**src/rtl/multicore_loader_pkg.sv**
```systemverilog
// Shared types and sizing for the boot-image loader: FSM states, memory geometry
// and the byte-lane index used by the word assembler.
package multicore_loader_pkg;

    localparam int LOADER_ADDR_W = 12;
    localparam int LOADER_DEPTH  = 4096;

    typedef enum logic [3:0] {
        IDLE,
        HDR0,
        HDR1,
        DATA,
        CSUM,
        VERIFY,
        CHECK,
        DONE,
        ERR
    } state_t;

    typedef logic [1:0] lane_t;

endpackage

```
**src/rtl/multicore_system_rom_loader_if.sv**
```systemverilog
// Byte-stream input and program-memory port 2 of the boot-image loader.
// The loader is the master: it accepts stream bytes and drives the memory slave port.
interface multicore_system_rom_loader_if #(
    parameter int ADDR_W = 12
);
    logic [7:0]        st_data;
    logic              st_valid;
    logic              st_ready;

    logic [ADDR_W-1:0] mem_address;
    logic              mem_chipselect;
    logic              mem_write;
    logic [3:0]        mem_byteenable;
    logic [31:0]       mem_writedata;
    logic              mem_clken;
    logic [31:0]       mem_readdata;

    modport master (
        input  st_data, st_valid, mem_readdata,
        output st_ready, mem_address, mem_chipselect, mem_write,
               mem_byteenable, mem_writedata, mem_clken
    );

    modport slave (
        output st_data, st_valid, mem_readdata,
        input  st_ready, mem_address, mem_chipselect, mem_write,
               mem_byteenable, mem_writedata, mem_clken
    );
endinterface

```
**src/rtl/multicore_system_rom_loader_asm.sv**
```systemverilog
// Little-endian byte-to-word assembler. word_valid pulses combinationally on the
// fourth accepted byte, with word already carrying that byte in lane 3.
module multicore_system_rom_loader_asm
    import multicore_loader_pkg::*;
(
    input  logic        clk,
    input  logic        reset,
    input  logic        clear,
    input  logic        byte_en,
    input  logic [7:0]  byte_data,
    output logic [31:0] word,
    output logic        word_valid
);

    lane_t       lane;
    logic [23:0] low;

    // NOTE: clocked state is always assigned with <= so every register samples pre-edge values.
    always_ff @(posedge clk or posedge reset) begin
        if (reset) begin
            lane <= '0;
            low  <= '0;
        end else if (clear) begin
            lane <= '0;
            low  <= '0;
        end else if (byte_en) begin
            case (lane)
                2'd0:    low[7:0]   <= byte_data;
                2'd1:    low[15:8]  <= byte_data;
                2'd2:    low[23:16] <= byte_data;
                default: ;
            endcase
            lane <= lane + 2'd1;
        end
    end

    assign word       = {byte_data, low};
    assign word_valid = byte_en && (lane == 2'd3);

endmodule

```
**src/rtl/multicore_system_rom_loader.sv**
```systemverilog
// Boot-image loader: writes a length-prefixed image into program memory, reads it
// back against an additive checksum, and releases the owning core once verified.
module multicore_system_rom_loader #(
    parameter int ADDR_W = multicore_loader_pkg::LOADER_ADDR_W,
    parameter int DEPTH  = multicore_loader_pkg::LOADER_DEPTH
) (
    input  logic                          clk,
    input  logic                          reset,
    input  logic                          start,
    multicore_system_rom_loader_if.master bus,
    output logic                          core_reset_req,
    output logic                          busy,
    output logic                          done,
    output logic                          error,
    output logic [ADDR_W:0]               words_loaded
);
    import multicore_loader_pkg::*;

    localparam logic [ADDR_W:0]   WL_ONE   = {{ADDR_W{1'b0}}, 1'b1};
    localparam logic [ADDR_W-1:0] ADDR_ONE = {{(ADDR_W-1){1'b0}}, 1'b1};

    state_t            state, state_nxt;
    logic [15:0]       n_words;
    logic [31:0]       csum, wsum, rsum;
    logic              mem_cs_q, mem_wr_q;
    logic [ADDR_W-1:0] mem_addr_q;
    logic [31:0]       mem_wdata_q;
    logic              rd_valid, rd_last;

    logic              st_ready_c, accept, idle_like;
    logic              asm_en, asm_clear, word_valid;
    logic [31:0]       word;
    logic [15:0]       n_full;
    logic              last_word, last_addr;

    assign idle_like      = (state == IDLE) || (state == DONE) || (state == ERR);
    assign busy           = !idle_like;
    assign done           = (state == DONE);
    assign error          = (state == ERR);
    assign core_reset_req = (state != DONE);

    assign accept    = bus.st_valid && st_ready_c;
    assign asm_en    = accept && ((state == DATA) || (state == CSUM));
    assign asm_clear = idle_like && start;
    assign n_full    = {bus.st_data, n_words[7:0]};
    assign last_word = (32'(words_loaded) + 32'd1) == 32'(n_words);
    assign last_addr = (32'(mem_addr_q) + 32'd1) == 32'(n_words);

    assign bus.st_ready       = st_ready_c;
    assign bus.mem_address    = mem_addr_q;
    assign bus.mem_chipselect = mem_cs_q;
    assign bus.mem_write      = mem_wr_q;
    assign bus.mem_writedata  = mem_wdata_q;
    assign bus.mem_byteenable = 4'hF;
    assign bus.mem_clken      = 1'b1;

    multicore_system_rom_loader_asm u_asm (
        .clk        (clk),
        .reset      (reset),
        .clear      (asm_clear),
        .byte_en    (asm_en),
        .byte_data  (bus.st_data),
        .word       (word),
        .word_valid (word_valid)
    );

    // Back-pressure during the write cycle keeps exactly one write per four bytes.
    always_comb begin
        st_ready_c = 1'b0;
        case (state)
            HDR0, HDR1, CSUM: st_ready_c = 1'b1;
            DATA:             st_ready_c = !mem_wr_q;
            default:          st_ready_c = 1'b0;
        endcase
    end

    always_ff @(posedge clk or posedge reset) begin
        if (reset) state <= IDLE;
        else       state <= state_nxt;
    end

    // NOTE: state_nxt gets its default before the case so no path leaves it unassigned (no latch).
    always_comb begin
        state_nxt = state;
        case (state)
            IDLE, DONE, ERR: if (start) state_nxt = HDR0;
            HDR0:            if (accept) state_nxt = HDR1;
            HDR1: begin
                if (accept) begin
                    if (32'(n_full) > 32'(DEPTH)) state_nxt = ERR;
                    else if (n_full == 16'd0)     state_nxt = CSUM;
                    else                          state_nxt = DATA;
                end
            end
            DATA:   if (mem_wr_q && last_word) state_nxt = CSUM;
            CSUM:   if (word_valid) state_nxt = (n_words == 16'd0) ? CHECK : VERIFY;
            VERIFY: if (rd_valid && rd_last) state_nxt = CHECK;
            CHECK:  state_nxt = ((wsum == csum) && (rsum == csum)) ? DONE : ERR;
            default: state_nxt = IDLE;
        endcase
    end

    always_ff @(posedge clk or posedge reset) begin
        if (reset) begin
            n_words      <= '0;
            csum         <= '0;
            wsum         <= '0;
            rsum         <= '0;
            words_loaded <= '0;
            mem_cs_q     <= 1'b0;
            mem_wr_q     <= 1'b0;
            mem_addr_q   <= '0;
            mem_wdata_q  <= '0;
            rd_valid     <= 1'b0;
            rd_last      <= 1'b0;
        end else begin
            rd_valid <= 1'b0;
            rd_last  <= 1'b0;
            case (state)
                IDLE, DONE, ERR: begin
                    if (start) begin
                        n_words      <= '0;
                        csum         <= '0;
                        wsum         <= '0;
                        rsum         <= '0;
                        words_loaded <= '0;
                        mem_cs_q     <= 1'b0;
                        mem_wr_q     <= 1'b0;
                    end
                end
                HDR0: if (accept) n_words[7:0]  <= bus.st_data;
                HDR1: if (accept) n_words[15:8] <= bus.st_data;
                DATA: begin
                    if (mem_wr_q) begin
                        mem_cs_q     <= 1'b0;
                        mem_wr_q     <= 1'b0;
                        wsum         <= wsum + mem_wdata_q;
                        words_loaded <= words_loaded + WL_ONE;
                    end else if (word_valid) begin
                        mem_cs_q    <= 1'b1;
                        mem_wr_q    <= 1'b1;
                        mem_addr_q  <= words_loaded[ADDR_W-1:0];
                        mem_wdata_q <= word;
                    end
                end
                CSUM: begin
                    if (word_valid) begin
                        csum <= word;
                        if (n_words != 16'd0) begin
                            mem_cs_q   <= 1'b1;
                            mem_addr_q <= '0;
                        end
                    end
                end
                VERIFY: begin
                    // Read data lands one cycle after its address; rd_valid/rd_last track that lag.
                    if (mem_cs_q) begin
                        rd_valid <= 1'b1;
                        rd_last  <= last_addr;
                        if (last_addr) mem_cs_q   <= 1'b0;
                        else           mem_addr_q <= mem_addr_q + ADDR_ONE;
                    end
                    if (rd_valid) rsum <= rsum + bus.mem_readdata;
                end
                default: ;
            endcase
        end
    end

endmodule

```
**src/flat_wrapper.sv**
```systemverilog
// flat-port wrapper written by rule: the top's interface ports become plain ports
module multicore_system_rom_loader_flat import multicore_loader_pkg::*;
#(
    parameter int ADDR_W = multicore_loader_pkg::LOADER_ADDR_W,
    parameter int DEPTH  = multicore_loader_pkg::LOADER_DEPTH
)
  (clk, reset, start, core_reset_req, busy, done, error, words_loaded, bus_st_data, bus_st_valid, bus_mem_readdata, bus_st_ready, bus_mem_address, bus_mem_chipselect, bus_mem_write, bus_mem_byteenable, bus_mem_writedata, bus_mem_clken);
  multicore_system_rom_loader_if #(.ADDR_W(ADDR_W)) bus_i ();
  input  logic clk;
  input  logic reset;
  input  logic start;
  output logic core_reset_req;
  output logic busy;
  output logic done;
  output logic error;
  output logic [ADDR_W:0] words_loaded;
  input wire logic [$bits(bus_i.st_data)-1:0] bus_st_data;
  input wire logic [$bits(bus_i.st_valid)-1:0] bus_st_valid;
  input wire logic [$bits(bus_i.mem_readdata)-1:0] bus_mem_readdata;
  output wire logic [$bits(bus_i.st_ready)-1:0] bus_st_ready;
  output wire logic [$bits(bus_i.mem_address)-1:0] bus_mem_address;
  output wire logic [$bits(bus_i.mem_chipselect)-1:0] bus_mem_chipselect;
  output wire logic [$bits(bus_i.mem_write)-1:0] bus_mem_write;
  output wire logic [$bits(bus_i.mem_byteenable)-1:0] bus_mem_byteenable;
  output wire logic [$bits(bus_i.mem_writedata)-1:0] bus_mem_writedata;
  output wire logic [$bits(bus_i.mem_clken)-1:0] bus_mem_clken;
  assign bus_i.st_data = bus_st_data;
  assign bus_i.st_valid = bus_st_valid;
  assign bus_i.mem_readdata = bus_mem_readdata;
  assign bus_st_ready = bus_i.st_ready;
  assign bus_mem_address = bus_i.mem_address;
  assign bus_mem_chipselect = bus_i.mem_chipselect;
  assign bus_mem_write = bus_i.mem_write;
  assign bus_mem_byteenable = bus_i.mem_byteenable;
  assign bus_mem_writedata = bus_i.mem_writedata;
  assign bus_mem_clken = bus_i.mem_clken;
  multicore_system_rom_loader #(.ADDR_W(ADDR_W), .DEPTH(DEPTH)) u_core (.clk(clk), .reset(reset), .start(start), .bus(bus_i), .core_reset_req(core_reset_req), .busy(busy), .done(done), .error(error), .words_loaded(words_loaded));
endmodule
```
**config.mk**
```make
export PLATFORM = sky130hd
export DESIGN_NAME = multicore_system_rom_loader_flat
export DESIGN_NICKNAME = d
export VERILOG_FILES = /design/src/rtl/multicore_loader_pkg.sv /design/src/rtl/multicore_system_rom_loader_if.sv /design/src/rtl/multicore_system_rom_loader_asm.sv /design/src/rtl/multicore_system_rom_loader.sv /design/src/flat_wrapper.sv
export SDC_FILE = /design/constraint.sdc
export NUM_CORES = 1
export LEC_CHECK = 0
export CAP_MARGIN = 10
export CORE_MARGIN = 2
export CORE_UTILIZATION = 49
export CTS_CLUSTER_DIAMETER = 30
export DETAILED_ROUTE_END_ITERATION = 8
export DONT_BUFFER_PORTS = 1
export GPL_TIMING_DRIVEN = 1
export PLACE_DENSITY = 0.68
export SYNTH_ARGS = -nofsm -noshare
export SYNTH_HDL_FRONTEND = slang
export SYNTH_SLANG_ARGS = --single-unit
```
**constraint.sdc**
```tcl
create_clock -name clk -period 7.8 [get_ports clk]
set_input_delay 0 -clock clk [delete_from_list [all_inputs] [get_ports clk]]
set_output_delay 0 -clock clk [all_outputs]
set_load 0.05 [all_outputs]
```
Word-level counts from Yosys, hierarchy flattened
Index checks and enable logic that the tools add are counted.
{"block": "classes", "n_reduce_logical": 43, "mux": 55, "add_sub_neg": 7, "n_eq_ne": 30, "order_cmp": 1, "bitwise": 1}
{"operator": "case mux 32 bit (2 select lines)", "count": 3}
{"operator": "two-way mux 32 bit", "count": 4}
{"operator": "two-way mux 12 bit", "count": 6}
{"operator": "adder 32 bit", "count": 2}
{"operator": "equality test 32 x 16 -> 1 bit", "count": 2}
{"operator": "equality test 32 bit", "count": 2}
{"operator": "two-way mux 24 bit", "count": 2}
{"operator": "case mux 12 bit (3 select lines)", "count": 1}
{"operator": "logical NOT 16 bit", "count": 2}
{"operator": "two-way mux 4 bit", "count": 8}
{"operator": "two-way mux 8 bit", "count": 4}
{"operator": "case mux 8 bit (2 select lines)", "count": 2}
{"operator": "case mux 4 bit (7 select lines)", "count": 1}
{"operator": "two-way mux 13 bit", "count": 2}
{"operator": "case mux 13 bit (2 select lines)", "count": 1}
{"operator": "AND reduction 3 bit", "count": 6}
{"operator": "nonzero test 2 bit", "count": 9}
{"operator": "equality test 4 x 3 -> 1 bit (second input constant)", "count": 4}
{"operator": "greater-than comparator 16 x 13 -> 1 bit (second input constant)", "count": 1}
{"operator": "two-way mux 16 bit", "count": 1}
{"operator": "nonzero test 16 bit", "count": 1}
{"operator": "adder 13 x 1 -> 14 bit (second input constant)", "count": 1}
{"operator": "!= test 2 bit (second input constant)", "count": 7}
{"operator": "adder 12 x 1 -> 13 bit (second input constant)", "count": 1}
{"operator": "other kinds (29)", "count": 64}
{"block": "word_totals", "out_inout_bits": 69, "regBits": 203, "elab_cells": 154}

Logic depth before layout (Yosys ltp)
Gate-level depths: netlist (run 1).
{"block": "logic_depth", "word_depth": 9, "depth_mapped": 13}

Hierarchy
Synthesis (run 1) repeated with hierarchy kept, for this count alone.
{"block": "unflattened", "cells_unflattened": 1414, "hier_area_um2": 12789.8}
{"module": "multicore_system_rom_loader", "instances": 1, "area_each_um2": 11467.2, "cells_per_inst": 1301}
{"module": "multicore_system_rom_loader_asm", "instances": 1, "area_each_um2": 1322.5, "cells_per_inst": 113}

Least setup slack after synthesis (run 1)
Ideal clock, no wire load.
{"block": "synth_timing", "path_type": "reg-to-reg", "from": "register u_core.state[1]", "to": "register u_core.wsum[10]", "t_required_ns": 7.704, "n_path_buf": 4, "stages_incl_launch_ff": 12, "setup_slack_ns": 4.390, "arrival_ns": 3.315, "path_cell_list": "dfrtp_1 -> buf_1 -> nand3_1 -> inv_1 -> nor2_1 -> nor2b_1 -> buf_2 -> nor2_1 -> clkbuf_1 -> clkbuf_1 -> nand2_1 -> o31ai_1"}
{"block": "synth_between", "elab_chain_cells": 4, "word_cells_on_any_way": 10, "cone_classes": "eq/ne (5); mux (1); reduce/logical (4)"}
{"element": "from (decl)", "line_no": "multicore_system_rom_loader.sv:22", "text": "state_t state, state_nxt;"}
{"element": "from (signal assigned)", "line_no": "multicore_system_rom_loader.sv:79", "text": "else state <= state_nxt;"}
{"element": "equality test 4 x 3 -> 1 bit (*)"}
{"element": "net done", "line_no": "flat_wrapper.sv:14", "text": "output logic done;"}
{"element": "OR reduction 3 bit (*)", "line_no": "multicore_system_rom_loader.sv:119", "text": "case (state)"}
{"element": "!= test 2 bit (no source line) or nonzero test 2 bit (tied branches)"}
{"element": "AND reduction 3 bit (no source line)"}
{"element": "to (signal assigned)", "line_no": "multicore_system_rom_loader.sv:137", "text": "wsum <= wsum + mem_wdata_q;"}
{"element": "to (decl)", "line_no": "multicore_system_rom_loader.sv:24", "text": "logic [31:0] csum, wsum, rsum;"}
The timed path passes the listed nets; every way through them passes the cells marked *.
A chain may end at the register's enable or synchronous reset.

Worst setup path in the final report (run 1)
{"block": "layout_timing", "from": "register u_core.state[0]", "to": "register u_core.wsum[27]"}
The elaborated chain is that of the path after synthesis.

==> results_dict.tcl, run 1 <==
set metrics [dict create \
    grt_pass1_vias 11400 \
    io_pins 113 \
    tightest_slew_ns 1.17 \
    reg2reg_depth 10 \
    fin_cells 1908 \
    r2r_start "u_core.state[0]$_DFFE_PP0P_" \
    root_buffer "clkbuf_16" \
    cp.required_ns 8.21 \
    placed_cells_incl_taps 1758 \
    clk_latency_ns 0.55 \
    p_leak_nw 7.44 \
    synth_top_area_cell "dfrtp_1" \
    fin_nets 1647 \
    cts-htree-levels 2 \
    synthTopCellsByArea "dfrtp_1 39%, nand2_1 6.9%, ha_1 6.6%, o21ai_0 4.8%, xor2_1 4.5%" \
    crit_arrival_ns 5.22 \
    finClkSkew_ns 0.0305 \
    cts_tree "built" \
    vias 11500 \
    dpl.hpwl_um 26500 \
    worst_r2r_endpoint "u_core.wsum[27]$_DFFE_PP0P_" \
    wl_um 38800 \
    first_iter_violations 966 \
    cp_max_fo 28 \
    worstSetupPathType "flip-flop to flip-flop" \
    syn2layout_area_growth_pct 19.9 \
    synth_top_area_share_pct 39.3 \
    ant_nets 0 \
    drtPass1Iterations 5 \
    grt_max_degree 135 \
    cts_resized 0 \
    cp_top_family "simple AND/OR/NAND/NOR gates" \
    antenna_found_initial 1 \
    post-route-drc-count 0 \
    chipWidth_um 166 \
    initial_core_util_pct 49.7 \
    num_rows 59 \
    setup-violations-final 0 \
    netlist_top_cells_count "239 x nand2_1, 203 x dfrtp_1, 125 x o21ai_0" \
    cp_num_cells 10 \
    synth_seq_area_share_pct 39.3 \
    internal_power_mw 3.01 \
    power_frac_comb_pct 23.2 \
    p_clk_share_pct 45.4 \
    ys_warn_count 0 \
    power_density_nw_per_um2 304 \
    period_share_pct 61.6 \
    ys_ff_latch 203 \
    synthCells 1486 \
    io_buffers 0 \
    min_from "bus_st_data[6]" \
    synth_area_sq_um 12900 \
    power.switching_mw 1.69 \
    slew_violations 0 \
    grt_pass1_wl_um 62200 \
    slew_headroom_pct 21.7 \
    routedWlPerCell_um 20.3 \
    synth-async-reset-ratio_pct 100 \
    worst-r2r-setup-slack_ns 2.99 \
    grt-ovfl-total 0 \
    vdd_drop_max_v 0.000183 \
    die-area_sq_um 27700 \
    max_freq_ghz 0.208 \
    synth.avg_cell_area_sq_um 8.69 \
    rsz0062_at_grt "no" \
    min_path_type "input port to flip-flop" \
    switching_share_pct 35.9 \
    path_cells "clkinv_1 -> nor2_1 -> nand3_1 -> inv_1 -> nor2_1 -> buf_4 -> nor2b_2 -> nor2_2 -> buf_4 -> a32o_1" \
    cts.clk_slew.worst_paths_ns 0.05 \
    track_usage_pct 27.9 \
    hold_viol_final 0 \
    die_h_um 166 \
    core_sq_um 26000 \
    detail_route.vias_per_cell 6.04 \
    synth-main-ff-cell "dfrtp_1" \
    cp-end-kind "flip-flop" \
    start_kind "flip-flop" \
    post_cts_buffers 0 \
    pwr-share-seq_pct 31.4 \
    cp_slowest_stage_delay_ns 0.91 \
    place.gp.congestion 0.913 \
    synth_cell_types 73 \
    clock_path_buffers 3 \
    cpMaxStageDelayCell "nor2b_2" \
    yosysMostFrequentCell "nand2_1" \
    whs_path_depth 5 \
    min_to "u_core.state[3]$_DFFE_PP0P_" \
    drive_gt1_share_pct 10.4 \
    synth_edf_count 0 \
    tns_ns 0 \
    outcome "finished clean" \
    maxCapViolations 0 \
    min_period_ns 4.81 \
    crit_buf_inv 4 \
    clkSinkCount 203 \
    cts_made_buffers 50 \
]
## per-stage QoR
step / worst slack, ns / cell area (sq um) / hold slack (ns) / utilization, % / power (mW)
final: 2.99 / 15500 / 0.0101 / 59.6 / 4.70
after global routing: 2.73 / 15500 / 0.0434 / 59.6 / 4.91
after CTS: 3.10 / 15500 / 0.00301 / 59.6 / 4.70
after detailed placement: 3.12 / 13200 / 0.113 / 50.7 / 2.50
after global placement: 3.25 / 13200 / 0.109 / 50.7 / 2.48
after floorplan: 2.26 / 12900 / 0.195 / - / 2.18
## cell type report
cell class / count / area (sq um)
Fill cell: 2231 / 10500
Clock buffer: 54 / 1310
Multi-Input combinational cell: 1184 / 7480
Inverter: 25 / 101
Antenna cell: 1 / 2.50
Tap cell: 335 / 419
Clock inverter: 37 / 428
Timing Repair Buffer: 69 / 663
Sequential cell: 203 / 5080
## flip-flops by register name, summed over array words and instances (netlist names), 2 cells and up
name and cells:
u_core.rsum 32, u_core.bus.mem_address 12, u_core.u_asm.low 24, u_core.u_asm.lane 2, u_core.bus.mem_writedata 32, u_core.state 4, u_core.words_loaded 13, u_core.wsum 32
u_core.csum 32, u_core.n_words 16
## tightest hold or removal path, cell delays in order
cell and delay, ns:
nor3_1 0.03, nand4_1 0.18, nand2_1 0.08, nand2_1 0.06, a32o_1 0.15
## power groups by stage
stage                     clock [mW]  sequential (mW)  combinational, mW
after floorplan                    0             1.36              0.827
after global placement             0             1.48               1.00
after detailed placement           0             1.49               1.01
after CTS                       2.15             1.47               1.08
after global routing            2.21             1.49               1.21
final                           2.13             1.48               1.09
## worst max-delay path by stage
stage                                           start                                     to
final                     u_core.state[0]$_DFFE_PP0P_            u_core.wsum[27]$_DFFE_PP0P_
after global routing      u_core.state[0]$_DFFE_PP0P_            u_core.wsum[24]$_DFFE_PP0P_
after CTS                 u_core.state[0]$_DFFE_PP0P_            u_core.wsum[27]$_DFFE_PP0P_
after detailed placement  u_core.state[0]$_DFFE_PP0P_            u_core.wsum[24]$_DFFE_PP0P_
after global placement    u_core.state[0]$_DFFE_PP0P_            u_core.wsum[24]$_DFFE_PP0P_
after floorplan                                 reset  u_core.bus.mem_address[0]$_DFFE_PP0P_
## logic make-up (layout without fill, tap and decap cells)
kind of cell               after synthesis  after routing  synth area share (%)
DFF                                    203            203                  39.3
and+or+nand+nor                        554            554                  20.1
other                                    1              6                0.0290
muxes                                   41             41                  3.51
buffers and inverters                  103            185                  3.25
xor gates and xnor gates               120            120                  8.14
adders and majority gates               70             70                  6.90
AOI/OAI and AO/OA                      394            394                  18.7
## routing by layer
layer / global-route usage [%] / share of wire [%] / vias up
met5: 0 / 0 / -
met4: 10.8 / 3.5 / 0
met2: 45.1 / 47 / 432
li1: - / - / 5432
met3: 6.15 / 7.5 / 97
met1: 36.8 / 43 / 5554
## placed cells by master, fill, tap and decap left out, drive strengths merged, types with 16 or more instances in the layout
cell         count
nor2            77
and3            33
dlygate4sd3     58
xnor2           53
xor2            67
nand3           84
a31oi           20
nor4            21
o31ai           17
a21oi          106
ha              68
o21ai          137
dfrtp          203
inv             40
clkbuf          54
a21o            34
o22ai           16
nor3            34
mux2            34
nand2          239
## repair_timing
item | in CTS | in global routing
endpoints found under the hold margin | 223 | 0
hold buffers | 58 | 0
endpoints found under the setup margin | 0 | 0
Note: power is estimated with default switching activity, not from simulation.
==> run 2: changes to the inputs <==
==> constraint.sdc (replaced) <==
create_clock -name clk -period 4.5 [get_ports clk]
set_input_delay 0 -clock clk [delete_from_list [all_inputs] [get_ports clk]]
set_output_delay 0 -clock clk [all_outputs]
set_load 0.05 [all_outputs]
==> run 2 against run 1 <==
Against the previous run: wire length fell by 1.6%; critical path depth up 2; sequential power up 72%; highest routed layer unchanged; worst setup slack worse by 2.4 ns; critical endpoint is now u_core.wsum[30]$_DFFE_PP0P_.
==> results_dict.tcl, run 2 (synthesis gave the netlist of run 1 again) <==
set metrics [dict create \
    min_to "u_core.u_asm.low[14]$_DFFE_PP0P_" \
    final_cell_mix "238 x nand2_1, 203 x dfrtp_1, 125 x o21ai_0" \
    clock_path_buffers 3 \
    cts_tree "built" \
    antenna_found_initial 0 \
    whs_path_depth 4 \
    vias 11400 \
    track_usage_pct 27.6 \
    chipWidth_um 166 \
    max_freq_ghz 0.258 \
    io_buffers 0 \
    maxCapViolations 0 \
    antenna_cells 0 \
    place.gp.congestion 0.889 \
    crit_arrival_ns 4.26 \
    grt_pass1_wl_um 61200 \
    outcome "finished clean" \
    final_common_cell "nand2_1" \
    grt-ovfl-total 0 \
    period_share_pct 86.2 \
    min_path_type "input port to flip-flop" \
    tns_ns 0 \
    die-area_sq_um 27700 \
    cts.clk_slew.worst_paths_ns 0.05 \
    worst_r2r_endpoint "u_core.wsum[30]$_DFFE_PP0P_" \
    worst-r2r-setup-slack_ns 0.62 \
    p_total_mw 8.09 \
    hold_buffers 52 \
    die_h_um 166 \
    cpMaxStageDelayCell "dfrtp_1" \
    grt_pass1_vias 11200 \
    worstSetupStartpoint "u_core.bus.mem_writedata[0]$_DFFE_PP0P_" \
    slew_violations 0 \
    final_util_pct 59.6 \
    clkSinkCount 203 \
    ant_nets 0 \
    reg2reg_depth 12 \
    routedWlPerCell_um 20.0 \
    min_period_ns 3.88 \
    post_cts_buffers 0 \
    vdd_drop_max_v 0.000419 \
    dpl.hpwl_um 26200 \
    start_kind "flip-flop" \
    rsz0062_at_grt "no" \
    cp_max_fo 4 \
    initial_core_util_pct 49.7 \
    first_iter_violations 1046 \
    hold_viol_final 0 \
    drive_gt1_share_pct 10.5 \
    crit_buf_inv 0 \
    r2r_start "u_core.bus.mem_writedata[0]$_DFFE_PP0P_" \
    clk_latency_ns 0.55 \
    cp_top_family "compound AO/OA/AOI/OAI gates" \
    cts_made_buffers 50 \
    drtPass1Iterations 7 \
    cp-end-kind "flip-flop" \
    cp.required_ns 4.88 \
    io_pins 113 \
    wl_um 38200 \
    detail_route.vias_per_cell 6.01 \
    power_density_nw_per_um2 522 \
    path_cells "ha_1 -> fa_1 -> a211oi_1 -> nor2_1 -> o31ai_1 -> a31oi_1 -> a31oi_2 -> o21ai_2 -> o41ai_4 -> o221ai_1 -> mux2i_1 -> o211ai_1" \
    slew_headroom_pct 36.8 \
    post-route-drc-count 0 \
    fin_cells 1906 \
    worstSetupPathType "flip-flop to flip-flop" \
    cp_slowest_stage_delay_ns 0.56 \
    fin_nets 1650 \
    finClkSkew_ns 0.0247 \
    setup-violations-final 0 \
    cts-htree-levels 2 \
    min_from "bus_st_valid" \
    cts_resized 0 \
    num_rows 59 \
    tightest_slew_ns 0.948 \
    placed_cells_incl_taps 1767 \
    grt_max_degree 156 \
    p_leak_nw 7.45 \
    root_buffer "clkbuf_16" \
    syn2layout_area_growth_pct 19.9 \
    core_sq_um 26000 \
]
run 2: cell types whose count changed in the layout (fill, tap and decap cells not counted), moves of 2 or more:
cell	previous run	this run
buf_4	11	19
clkbuf_1	1	5
clkbuf_8	2	8
clkinv_2	7	9
clkinv_4	6	0
clkinvlp_4	2	6
dlygate4sd3_1	58	52
inv_6	14	1
inv_8	3	0
run 2: layer usage:
| layer | up-vias | track usage [%] | share of wire, % |
|---|---|---|---|
| met2 | 404 | 43.7 | 46 |
| met4 | 0 | 10.5 | 3.3 |
| met1 | 5537 | 37.9 | 43 |
| met3 | 92 | 4.96 | 7.2 |
| met5 | - | 0 | 0 |
| li1 | 5413 | - | - |
run 2: layout make-up:
class	count	area, sq um
clock buffer	64	1410
clock inverter	23	322
fill	2237	10500
inverter	25	97.6
multi-input combinational	1184	7480
sequential	203	5080
tap	335	419
timing repair buffer	72	683
run 2: how the worst max path moves through the flow:
stage	end	slack, ns	depth (start not counted)
after floorplan	u_core.wsum[10]$_DFFE_PP0P_	1.09	11
after global placement	u_core.wsum[30]$_DFFE_PP0P_	0.73	12
after detailed placement	u_core.wsum[30]$_DFFE_PP0P_	0.68	12
after CTS	u_core.wsum[30]$_DFFE_PP0P_	0.65	12
after global routing	u_core.wsum[30]$_DFFE_PP0P_	0.35	12
final	u_core.wsum[30]$_DFFE_PP0P_	0.62	12
run 2: through the flow:
stage,worst slack (ns),hold slack (ns),cell area (sq um)
2_1_floorplan,1.09,0.195,12900
3_3_place_gp,0.730,0.109,13200
3_5_place_dp,0.678,0.114,13200
4_1_cts,0.653,0.0218,15500
5_1_grt,0.346,0.0513,15500
6_report,0.621,0.0404,15500
run 2: worst min-delay path: stages:
cell     delay [ns]
nor3b_2        0.14
buf_4          0.23
nand3_1        0.12
a21oi_1        0.06
run 2: report_power, final:
| group | switching (mW) | internal, mW | total, mW |
|---|---|---|---|
| Combinational | 1.19 | 0.695 | 1.88 |
| Clock | 1.10 | 2.57 | 3.67 |
| Sequential | 0.498 | 2.04 | 2.54 |
